`config.mk`:
```
export PLATFORM = sky130hd
export DESIGN_NAME = remap_cache_fill_ctrl
export DESIGN_NICKNAME = d
export VERILOG_FILES = /design/src/rtl/remap_cache_fill_ctrl_pkg.sv /design/src/rtl/remap_cache_fill_ctrl_bfly.sv /design/src/rtl/remap_cache_fill_ctrl.sv
export SDC_FILE = /design/constraint.sdc
export NUM_CORES = 1
export LEC_CHECK = 0
export ABC_AREA = 1
export CAP_MARGIN = 25
export CORE_UTILIZATION = 40
export DETAILED_ROUTE_END_ITERATION = 6
export PLACE_DENSITY_LB_ADDON = 0.25
export SKIP_CTS_REPAIR_TIMING = 1
export SLEW_MARGIN = 25
export SYNTH_ARGS = -nofsm -noshare
export SYNTH_HDL_FRONTEND = slang
export SYNTH_SLANG_ARGS = --single-unit
export TNS_END_PERCENT = 100
```
`constraint.sdc`:
```
create_clock -name i_clk -period 4.9 [get_ports i_clk]
set_input_delay 0.98 -clock i_clk [delete_from_list [all_inputs] [get_ports i_clk]]
set_output_delay 0.98 -clock i_clk [all_outputs]
set_load 0.005 [all_outputs]
```
`src/rtl/remap_cache_fill_ctrl_pkg.sv`:
```
// Shared types and default geometry for the remap-cache fill path.
// Fill FSM state encoding plus derived widths for the default bank configuration.
package remap_cache_fill_ctrl_pkg;

    localparam int RC_BW           = 8;
    localparam int RC_NDATA        = 32;
    localparam int RC_NBANK        = 16;
    localparam int RC_XOR_BW       = 4;
    localparam int RC_CLOG2_NDATA  = $clog2(RC_NDATA);
    localparam int RC_CLOG2_NBANK  = $clog2(RC_NBANK);
    localparam int RC_CLOG2_XOR_BW = $clog2(RC_XOR_BW);

    typedef enum logic [1:0] {
        ST_IDLE = 2'd0,
        ST_FILL = 2'd1,
        ST_DONE = 2'd2
    } fill_state_e;

endpackage

```
`src/rtl/remap_cache_fill_ctrl_bfly.sv`:
```
// XOR-scheduled butterfly permuting one row across the banks; purely combinational.
// Stage k swaps bank pairs differing in bit k when enabled and the selected address bit is set.
module BankSramButterflyWriteIf #(
    parameter int BW           = 8,
    parameter int NBANK        = 16,
    parameter int XOR_BW       = 4,
    parameter int CLOG2_NBANK  = $clog2(NBANK),
    parameter int CLOG2_XOR_BW = $clog2(XOR_BW)
) (
    input  logic [BW*NBANK-1:0]                  i_data,
    input  logic [XOR_BW-1:0]                    i_addr_slice,
    input  logic [CLOG2_NBANK-1:0]               i_xor_mask,
    input  logic [CLOG2_NBANK*CLOG2_XOR_BW-1:0]  i_xor_scheme,
    output logic [BW*NBANK-1:0]                  o_data
);

    logic [BW*NBANK-1:0] w_cur;
    logic [BW*NBANK-1:0] w_nxt;

    always_comb begin
        w_cur = i_data;
        w_nxt = i_data;
        for (int k = 0; k < CLOG2_NBANK; k++) begin
            w_nxt = w_cur;
            if (i_xor_mask[k] && i_addr_slice[i_xor_scheme[k*CLOG2_XOR_BW +: CLOG2_XOR_BW]]) begin
                for (int b = 0; b < NBANK; b++) begin
                    w_nxt[b*BW +: BW] = w_cur[(b ^ (1 << k))*BW +: BW];
                end
            end
            w_cur = w_nxt;
        end
        o_data = w_cur;
    end

endmodule

```
`src/rtl/remap_cache_fill_ctrl.sv`:
```
// Remap-cache bank fill controller: accepts rows, registers once, writes permuted rows to banks.
// Write happens one cycle after accept; i_bank_busy holds the staged row and blocks new accepts.
module remap_cache_fill_ctrl
    import remap_cache_fill_ctrl_pkg::*;
#(
    parameter int BW           = RC_BW,
    parameter int NDATA        = RC_NDATA,
    parameter int NBANK        = RC_NBANK,
    parameter int XOR_BW       = RC_XOR_BW,
    parameter int CLOG2_NDATA  = $clog2(NDATA),
    parameter int CLOG2_NBANK  = $clog2(NBANK),
    parameter int CLOG2_XOR_BW = $clog2(XOR_BW)
) (
    input  logic                                 i_clk,
    input  logic                                 i_rst,
    input  logic                                 i_start,
    input  logic [CLOG2_NDATA-1:0]               i_base,
    input  logic [CLOG2_NDATA:0]                 i_nrow,
    input  logic [CLOG2_NBANK-1:0]               i_xor_mask,
    input  logic [CLOG2_NBANK*CLOG2_XOR_BW-1:0]  i_xor_scheme,
    input  logic                                 i_dval,
    output logic                                 o_drdy,
    input  logic [BW*NBANK-1:0]                  i_data,
    input  logic                                 i_bank_busy,
    output logic [NBANK-1:0]                     o_wen,
    output logic [CLOG2_NDATA-1:0]               o_waddr,
    output logic [BW*NBANK-1:0]                  o_wdata,
    output logic                                 o_busy,
    output logic                                 o_done
);

    localparam logic [CLOG2_NDATA:0] CNT_ONE = (CLOG2_NDATA+1)'(1);

    fill_state_e                          r_state;
    fill_state_e                          w_state_nxt;
    logic [CLOG2_NDATA-1:0]               r_base;
    logic [CLOG2_NDATA:0]                 r_nrow;
    logic [CLOG2_NBANK-1:0]               r_mask;
    logic [CLOG2_NBANK*CLOG2_XOR_BW-1:0]  r_scheme;
    logic [CLOG2_NDATA:0]                 r_acnt;
    logic [CLOG2_NDATA:0]                 r_rcnt;
    logic                                 r_s1_val;
    logic [BW*NBANK-1:0]                  r_s1_data;
    logic [CLOG2_NDATA-1:0]               r_s1_addr;

    logic                                 w_accept;
    logic                                 w_retire;
    logic                                 w_last;
    logic                                 w_start_ok;
    logic [CLOG2_NDATA-1:0]               w_hiaddr;

    assign w_start_ok = (r_state == ST_IDLE) && i_start;
    assign o_drdy     = (r_state == ST_FILL) && (r_acnt < r_nrow) && (!r_s1_val || !i_bank_busy);
    assign w_accept   = o_drdy && i_dval;
    assign w_retire   = r_s1_val && !i_bank_busy;
    assign w_last     = w_retire && (r_rcnt == (r_nrow - CNT_ONE));
    // Truncation to CLOG2_NDATA bits is what wraps the address at NDATA.
    assign w_hiaddr   = r_base + r_acnt[CLOG2_NDATA-1:0];

    always_comb begin
        w_state_nxt = r_state;
        case (r_state)
            ST_IDLE: if (i_start) w_state_nxt = (i_nrow == '0) ? ST_DONE : ST_FILL;
            ST_FILL: if (w_last)  w_state_nxt = ST_DONE;
            ST_DONE: w_state_nxt = ST_IDLE;
            default: w_state_nxt = ST_IDLE;
        endcase
    end

    always_ff @(posedge i_clk or negedge i_rst) begin
        if (!i_rst) begin
            r_state <= ST_IDLE;
        end else begin
            r_state <= w_state_nxt;
        end
    end

    always_ff @(posedge i_clk or negedge i_rst) begin
        if (!i_rst) begin
            r_base    <= '0;
            r_nrow    <= '0;
            r_mask    <= '0;
            r_scheme  <= '0;
            r_acnt    <= '0;
            r_rcnt    <= '0;
            r_s1_val  <= 1'b0;
            r_s1_data <= '0;
            r_s1_addr <= '0;
        end else begin
            if (w_start_ok) begin
                r_base   <= i_base;
                r_nrow   <= i_nrow;
                r_mask   <= i_xor_mask;
                r_scheme <= i_xor_scheme;
                r_acnt   <= '0;
                r_rcnt   <= '0;
            end else begin
                if (w_accept) r_acnt <= r_acnt + CNT_ONE;
                if (w_retire) r_rcnt <= r_rcnt + CNT_ONE;
            end
            if (w_accept) begin
                r_s1_val  <= 1'b1;
                r_s1_data <= i_data;
                r_s1_addr <= w_hiaddr;
            end else if (w_retire) begin
                r_s1_val  <= 1'b0;
            end
        end
    end

    assign o_wen   = {NBANK{w_retire}};
    assign o_waddr = r_s1_addr;
    assign o_busy  = (r_state != ST_IDLE);
    assign o_done  = (r_state == ST_DONE);

    BankSramButterflyWriteIf #(
        .BW           (BW),
        .NBANK        (NBANK),
        .XOR_BW       (XOR_BW),
        .CLOG2_NBANK  (CLOG2_NBANK),
        .CLOG2_XOR_BW (CLOG2_XOR_BW)
    ) u_bfly (
        .i_data       (r_s1_data),
        .i_addr_slice (r_s1_addr[XOR_BW-1:0]),
        .i_xor_mask   (r_mask),
        .i_xor_scheme (r_scheme),
        .o_data       (o_wdata)
    );

endmodule

```
# Yosys cells after proc, flatten, opt, wreduce, memory -nomap -nowiden
# Cells that the tools add are included.
# word_totals
inputBits	156
reg_bits	171
word_cells	66
# op_classes
eq_ne	5
muxes	22
n_addsub	4
n_lt_le_gt_ge	5
reduce_logical	20
# op_table
op	count
$mux W128	4
$mux W6	4
$add A6 B1 Y6 const B	2
$lt A2 B3 Y1 const B	4
$logic_and A1 B1 Y1	10
$bmux W1 S2	4
$reduce_bool A2 Y1	4
$eq A6 B6 Y1	1
$logic_not A6 Y1	1
$lt A6 B6 Y1	1
$mux W1	6
$mux W2	3
$sub A6 B1 Y6 const B	1
$add A5 B5 Y5	1
$ne A2 B2 Y1 const B	2
$pmux W2 S2	1
$eq A2 B1 Y1 const B	1
$eq A2 B2 Y1 const B	1
$logic_not A1 Y1	2
$logic_not A2 Y1	1
$reduce_and A2 Y1	1
$logic_or A1 B1 Y1	1

# Logic depth before layout (Yosys ltp)
# Gate-level depths: netlist (run 1).
# logic_depth
word_depth	7
mapped_depth	12
ltp_nobuf	10

# By module
# A second synthesis (run 1) with hierarchy kept.
# hier_totals
hier_cells	2320
hier_area_um2	14592.7
# modules_own_cells
mod	area_per_inst_um2	n_inst	cells_per_inst
remap_cache_fill_ctrl	7505.9	1	876
BankSramButterflyWriteIf	7086.8	1	1444

# Worst setup path before layout (run 1)
# Ideal clock, no wire load.
# synth_timing
path_kind	input port to output port
start	input port i_bank_busy
end	output port o_wen[0]
required_time_ns	3.920
t_arrival_ns	1.858
path_slack_ns	2.062
stages	2
path_buffers	1
cell_sequence	nor2_1 > buf_4
# synth_via
elab_chain_cells	2
# synth_lines
item	line_no	source
start: declaration	remap_cache_fill_ctrl.sv:24	input logic i_bank_busy,
$logic_not A1 Y1	remap_cache_fill_ctrl.sv:55	assign w_retire = r_s1_val && !i_bank_busy;
$logic_and A1 B1 Y1	remap_cache_fill_ctrl.sv:55	
end: declaration	remap_cache_fill_ctrl.sv:25	output logic [NBANK-1:0] o_wen,
# No other way between the ends.

# Worst setup path in the final report (run 1)
# layout_timing
start	register r_s1_addr[3], in the netlist o_waddr[3]
end	output port o_wdata[11]
# layout_via
elab_chain_cells	7
elab_cells_between_ends	16
classes_between	mux: 12; reduce/logical: 4
# layout_lines
item	line_no	source
start: declaration	remap_cache_fill_ctrl.sv:44	logic [CLOG2_NDATA-1:0] r_s1_addr;
start signal: assignment	remap_cache_fill_ctrl.sv:104	r_s1_addr <= w_hiaddr;
$bmux W1 S2	remap_cache_fill_ctrl_bfly.sv:25	if (i_xor_mask[k] && i_addr_slice[i_xor_scheme[k*CLOG2_XOR_BW +: CLOG2_XOR_BW]]) begin
$mux W1 (not written as such)	remap_cache_fill_ctrl_bfly.sv:25	
$logic_and A1 B1 Y1	remap_cache_fill_ctrl_bfly.sv:25	
$mux W128 (3 in series)	remap_cache_fill_ctrl_bfly.sv:25	
$mux W128 *	remap_cache_fill_ctrl_bfly.sv:25	
end: declaration	remap_cache_fill_ctrl.sv:27	output logic [BW*NBANK-1:0] o_wdata,
# Every way passes the cells marked *; elsewhere a longest branch is shown, timed or not. The select of a mux whose other input is x is not followed.

==> impl_metrics.csv, run 1 <==
group,metric,value,unit
outcome,status,"complete, but fails checks",
outcome,violations,"DRC",
yosys,yosys_warnings,0,
power,cellPowerDensity,995,nW/um2
finish,area_growth,25.7,%
min_path,hold_depth,2,
finish,seq_area,4280,um2
clocking,tritoncts,"yes",
die,start_util,40.7,%
job,cap_violations,0,
place,io_buffers,307,
worst_setup_path,rr_startpoint,"r_nrow[3]$_DFFE_PN0P_",
worst_setup_path,cpMostUsedCell,"nand3_1",
timing,rsz0062_at_grt,"no",
finish,fillers,3375,
worst_setup_path,reg2reg_slack,2110,ps
worst_setup_path,critPathMaxStageDelay,530,ps
clocking,root_buffer,"clkbuf_16",
timing,layout_min_cycle_time,4550,ps
timing,fin_skew,9.54,ps
worst_setup_path,reg2reg_depth,10,
yosys,syn-instance-count,2135,
detailed_routing,drt-vias-per-instance,5.62,
power,leakage,8.02,nW
yosys,synth_area,13700,um2
finish,drive_above_1_share,3.06,%
grt,grtUsageTotal,27.0,%
yosys,yosys_register_bits,171,
die,core_area,33600,um2
finish,multi_input_area,7710,um2
min_path,min_to,"o_waddr[4]$_DFFE_PN0P_",
worst_setup_path,reg2reg_to,"r_s1_data[67]$_DFFE_PN0P_",
grt,grt_antenna_before_repair,0,
detailed_routing,first_pass_iters,7,
timing,setup_violations,0,
yosys,yosysUniqueCellTypes,25,
min_path,min_from,"o_waddr[4]$_DFFE_PN0P_",
timing,tightest_slew,1030,ps
yosys,synth_largest_type_area_fraction,33.2,%
power,vdd_ir_drop_max,0.553,mV
timing,hold_violations,0,
worst_setup_path,arrival,3570,ps
detailed_routing,drc_errors,4,
clocking,clockBufferDepth,2,
detailed_routing,first_iter_violations,1703,
worst_setup_path,crit_fanout,65,
detailed_routing,drt-total-wl,46900,um
clocking,h-tree-depth,4,
yosys,synth.top_cells.by_area,"nand3_1 33%, dfrtp_1 31%, nand2_1 13%",
timing,slew_headroom,31.0,%
detailed_routing,wire_per_inst,16.9,um
yosys,synth_top_area_cell,"nand3_1",
die,rows,67,
yosys,yosysSeqAreaShare,31.3,%
die,fp.dieH,187,um
timing,fin_crit_sh,92.9,%
clocking,clock_latency,460,ps
detailed_routing,ant_nets,0,
worst_setup_path,worstPathCellList,"inv_2 -> nand2_1 -> nand3_1 -> nand2_4 -> nand2_4 -> buf_12 -> nand2_1 -> nand3_1 -> nand3_1 -> nand3_1 -> nand2_1 -> clkdlybuf4s50_1",
timing,fmax,0.220,GHz
worst_setup_path,crit_required,3920,ps
die,design.die.area,34900,um2
finish,fin_nets,2479,
place,place.gp.congestion,0.923,
grt,grt_max_degree,113,
worst_setup_path,worstSetupEndpointType,"output port",
clocking,path_clk_slew,70,ps
yosys,avgSynthCellArea,6.40,um2
clocking,cts.sinks,171,
worst_setup_path,cp_slowest_cell,"nand2_4",
timing,report.final.slew_viol_count,0,
worst_setup_path,crit_path_start_kind,"flop",
place,hpwl,33100,um
clocking,cts-buffers-inserted,17,
detailed_routing,vias,15600,
yosys,syn_nets,2304,
grt,grt_pass1_vias,14700,
min_path,hp-class,"flop to flop",
timing,tns,0,ps
grt,grt_pass1_wl,76600,um
grt,overflow,0,
power,power,17.1,mW
die,die_w,187,um
die,ios,308,
finish,antenna_cells,0,
worst_setup_path,path_class,"flop to output port",
[worst max-delay path, delay by kind of cell (launching register included)]
family                 cells  cell delay (ps)
buffers and inverters      3              970
DFF                        1              430
and+or+nand+nor            9             1670
[flip-flops by register name, summed over array words and instances, names as in the netlist, 4 cells and up]
register and cells:
r_scheme 8, r_acnt 6, r_nrow 6, r_base 5, r_mask 4, r_s1_data 128
o_waddr 5, r_rcnt 6
[report_power, final]
part / leakage [nW] / switching [mW] / internal (mW)
logic: 5.61 / 7.61 / 5.71
registers: 2.12 / 0.298 / 2.07
clock network: 0.282 / 0.634 / 0.771
total: 8.02 / 8.54 / 8.55
[metal layers]
| metal | vias to the layer above | GRT usage, % | routed length [um] |
|---|---|---|---|
| li1 | 7565 | - | - |
| met1 | 7230 | 36.7 | 20500 |
| met2 | 713 | 44.0 | 21900 |
| met3 | 76 | 3.45 | 3210 |
| met4 | 0 | 10.2 | 1360 |
| met5 | - | 0 | 0 |
[metrics by stage]
step | util, % | cell area (um2) | hold WS (ps) | instances | setup WS (ps)
floorplan | - | 13700 | 449 | 2135 | 2060
global placement | 49.3 | 16600 | 472 | 2738 | 905
detailed placement | 49.3 | 16600 | 477 | 2738 | 874
CTS | 51.1 | 17200 | 494 | 2770 | 384
global route | 51.1 | 17200 | 535 | 2771 | 54.8
finish | 51.1 | 17200 | 489 | 2771 | 348
[layout make-up]
type	instances	area share (%)
multi-input combinational	1619	44.9
sequential	171	24.9
tap	448	3.26
clock buffer	20	2.60
timing repair buffer	332	19.8
inverter	169	3.75
clock inverter	12	0.801
[Yosys cell counts]
library cell and number:
a21boi_0 1, a211oi_1 2, dfrtp_1 171, buf_6 21, nand2_1 481, xnor2_1 7
a21oi_1 13, clkbuf_2 1, a31oi_1 1, buf_4 52, inv_1 164, buf_2 67
a21boi_1 1, nor2_1 16, nand4_1 2, nor3_1 6, buf_1 5, clkbuf_1 30
xor2_1 9, nand3_1 906, ha_1 12, fa_1 1, inv_2 5, o21ai_1 41
o21ai_0 120
[placed cells by master, fill, tap and decap left out, drive strengths merged]
cell           count
nand3            906
nand2            481
clkdlybuf4s50    306
inv              173
dfrtp            171
o21ai            161
buf               26
clkbuf            20
nor2              16
a21oi             13
ha                12
xor2               9
xnor2              7
nor3               6
clkinv             4
a211oi             2
nand4              2
bufinv             2
clkinvlp           2
a21boi             2
a31oi              1
fa                 1
[worst max-delay path by stage]
stage | start | endpoint | slack [ps] | depth (start not counted)
floorplan | i_bank_busy | o_wen[0] | 2060 | 2
global placement | r_scheme[4]$_DFFE_PN0P_ | o_wdata[87] | 900 | 11
detailed placement | o_waddr[3]$_DFFE_PN0P_ | o_wdata[106] | 870 | 12
CTS | o_waddr[3]$_DFFE_PN0P_ | o_wdata[33] | 380 | 12
global route | o_waddr[3]$_DFFE_PN0P_ | o_wdata[33] | 50 | 12
finish | o_waddr[3]$_DFFE_PN0P_ | o_wdata[11] | 350 | 12
[cells by family (layout without fill, tap and decap cells)]
logic type               after synthesis  count (layout)  synth area share (%)
AND/OR/NAND/NOR                     1411            1411                  47.1
adder cells (fa/ha/maj)               13              13                  1.24
flip-flops                           171             171                  31.3
buffers and inverters                345             533                  12.7
XOR/XNOR                              16              16                  1.03
AO/OA/AOI/OAI                        179             179                  6.64
(Power assumes the default switching activity.)
==> inputs of run 2 (changes only) <==
==> constraint.sdc (replaced) <==
create_clock -name i_clk -period 5.1 [get_ports i_clk]
set_input_delay 1.02 -clock i_clk [delete_from_list [all_inputs] [get_ports i_clk]]
set_output_delay 1.02 -clock i_clk [all_outputs]
set_load 0.005 [all_outputs]
==> impl_metrics.csv, run 2 (synthesis gave the netlist of run 1 again) <==
group,metric,value,unit
worst_setup_path,path_class,"flop to output port",
clocking,h-tree-depth,4,
clocking,clockBufferDepth,2,
place,hpwl,33100,um
timing,report.final.slew_viol_count,0,
finish,final_core_util,51.0,%
finish,final_common_cell,"nand3_1",
grt,grt_pass1_wl,75600,um
grt,grt_pass1_vias,14300,
worst_setup_path,crit_required,4080,ps
timing,fin_skew,8.25,ps
place,place.gp.congestion,0.894,
timing,tightest_slew,1060,ps
die,start_util,40.7,%
detailed_routing,ant_nets,0,
timing,setup_violations,0,
clocking,path_clk_slew,70,ps
job,cap_violations,0,
detailed_routing,vias,15700,
finish,drive_above_1_share,2.85,%
finish,antenna_cells,0,
timing,tns,0,ps
finish,area_growth,25.4,%
worst_setup_path,crit_fanout,87,
finish,fin_nets,2474,
worst_setup_path,crit_path_start_kind,"flop",
timing,hold_violations,0,
finish,final_cell_mix,"906 x nand3_1, 476 x nand2_1, 306 x clkdlybuf4s50_1",
detailed_routing,drc_errors,0,
detailed_routing,drt-vias-per-instance,5.66,
power,cellPowerDensity,958,nW/um2
worst_setup_path,worstSetupEndpointType,"output port",
die,core_area,33600,um2
finish,largest_reg_flops,128,
die,design.die.area,34900,um2
grt,overflow,0,
timing,fin_crit_sh,90.8,%
detailed_routing,first_iter_violations,1828,
detailed_routing,drt-total-wl,46700,um
clocking,tritoncts,"yes",
timing,fmax,0.216,GHz
outcome,status,"finished clean",
worst_setup_path,arrival,3610,ps
grt,grtUsageTotal,26.7,%
power,leakage,7.99,nW
detailed_routing,wire_per_inst,16.9,um
die,ios,308,
timing,rsz0062_at_grt,"no",
die,rows,67,
clocking,root_buffer,"clkbuf_16",
finish,reg_top3,"r_s1_data (128), r_scheme (8)",
min_path,hp-class,"flop to flop",
finish,largest-register,"r_s1_data",
timing,layout_min_cycle_time,4630,ps
die,die_w,187,um
detailed_routing,first_pass_iters,7,
clocking,clock_latency,450,ps
die,fp.dieH,187,um
place,io_buffers,307,
grt,grt_max_degree,129,
grt,grt_antenna_before_repair,1,
clocking,cts.sinks,171,
power,vdd_ir_drop_max,0.720,mV
timing,slew_headroom,29.5,%
clocking,cts-buffers-inserted,17,
finish,fillers,3361,
-- run 2: area by class of cell --
| class | count | area (um2) | area share (%) |
|---|---|---|---|
| Timing Repair Buffer | 327 | 3340 | 19.5 |
| Tap cell | 448 | 561 | 3.27 |
| Multi-Input combinational cell | 1619 | 7710 | 45.0 |
| Inverter | 169 | 644 | 3.76 |
| Clock inverter | 14 | 183 | 1.07 |
| Sequential cell | 171 | 4280 | 25.0 |
| Clock buffer | 18 | 429 | 2.50 |
-- run 2: critical path, cell delays in order (launching register included) --
cell and delay (ps):
dfrtp_1 420, inv_2 60, nand2_1 60, nand3_1 110
nand2_4 400, buf_4 790, nand3_1 200, nand3_1 170
nand3_1 130, nand3_1 120, nand2_1 150, clkdlybuf4s50_1 490
-- run 2: report_power, final --
part	total (mW)	internal [mW]	switching, mW	leakage, nW
combinational	12.8	5.44	7.34	5.58
sequential	2.27	1.99	0.279	2.12
clock	1.38	0.780	0.602	0.289
-- run 2: metrics by stage --
stage	std cells	hold slack (ps)	total power [mW]	setup slack, ps	area [um2]
after global routing	2766	532	17.8	231	17100
after detailed placement	2734	477	14.9	1040	16500
after global placement	2734	474	14.8	1090	16500
after CTS	2766	495	16.4	525	17100
final	2766	491	16.4	470	17100
after floorplan	2135	449	9.66	2180	13700
-- run 2: path summary, 6_finish.rpt --
| path | startpoint | end | slack, ps | cells after the start |
|---|---|---|---|---|
| hold / removal | o_waddr[4]$_DFFE_PN0P_ | o_waddr[4]$_DFFE_PN0P_ | 490 | 2 |
| max in group asynchronous | i_rst | r_s1_data[73]$_DFFE_PN0P_ | 3500 | 2 |
| min in group asynchronous | i_rst | r_s1_data[30]$_DFFE_PN0P_ | 610 | 1 |
| setup / recovery | o_waddr[3]$_DFFE_PN0P_ | o_wdata[23] | 470 | 11 |
| setup reg to reg | r_acnt[3]$_DFFE_PN0P_ | r_s1_data[40]$_DFFE_PN0P_ | 2320 | 9 |
| hold reg to reg | o_waddr[4]$_DFFE_PN0P_ | o_waddr[4]$_DFFE_PN0P_ | 490 | 2 |
-- run 2: per-layer routing --
metal,global-route usage [%],part of all wire (%),vias to the layer above
met4,9.55,3.1,2
met2,44.3,47,736
met5,0,0.028,-
li1,-,-,7566
met1,35.2,43,7255
met3,4.37,7.1,94
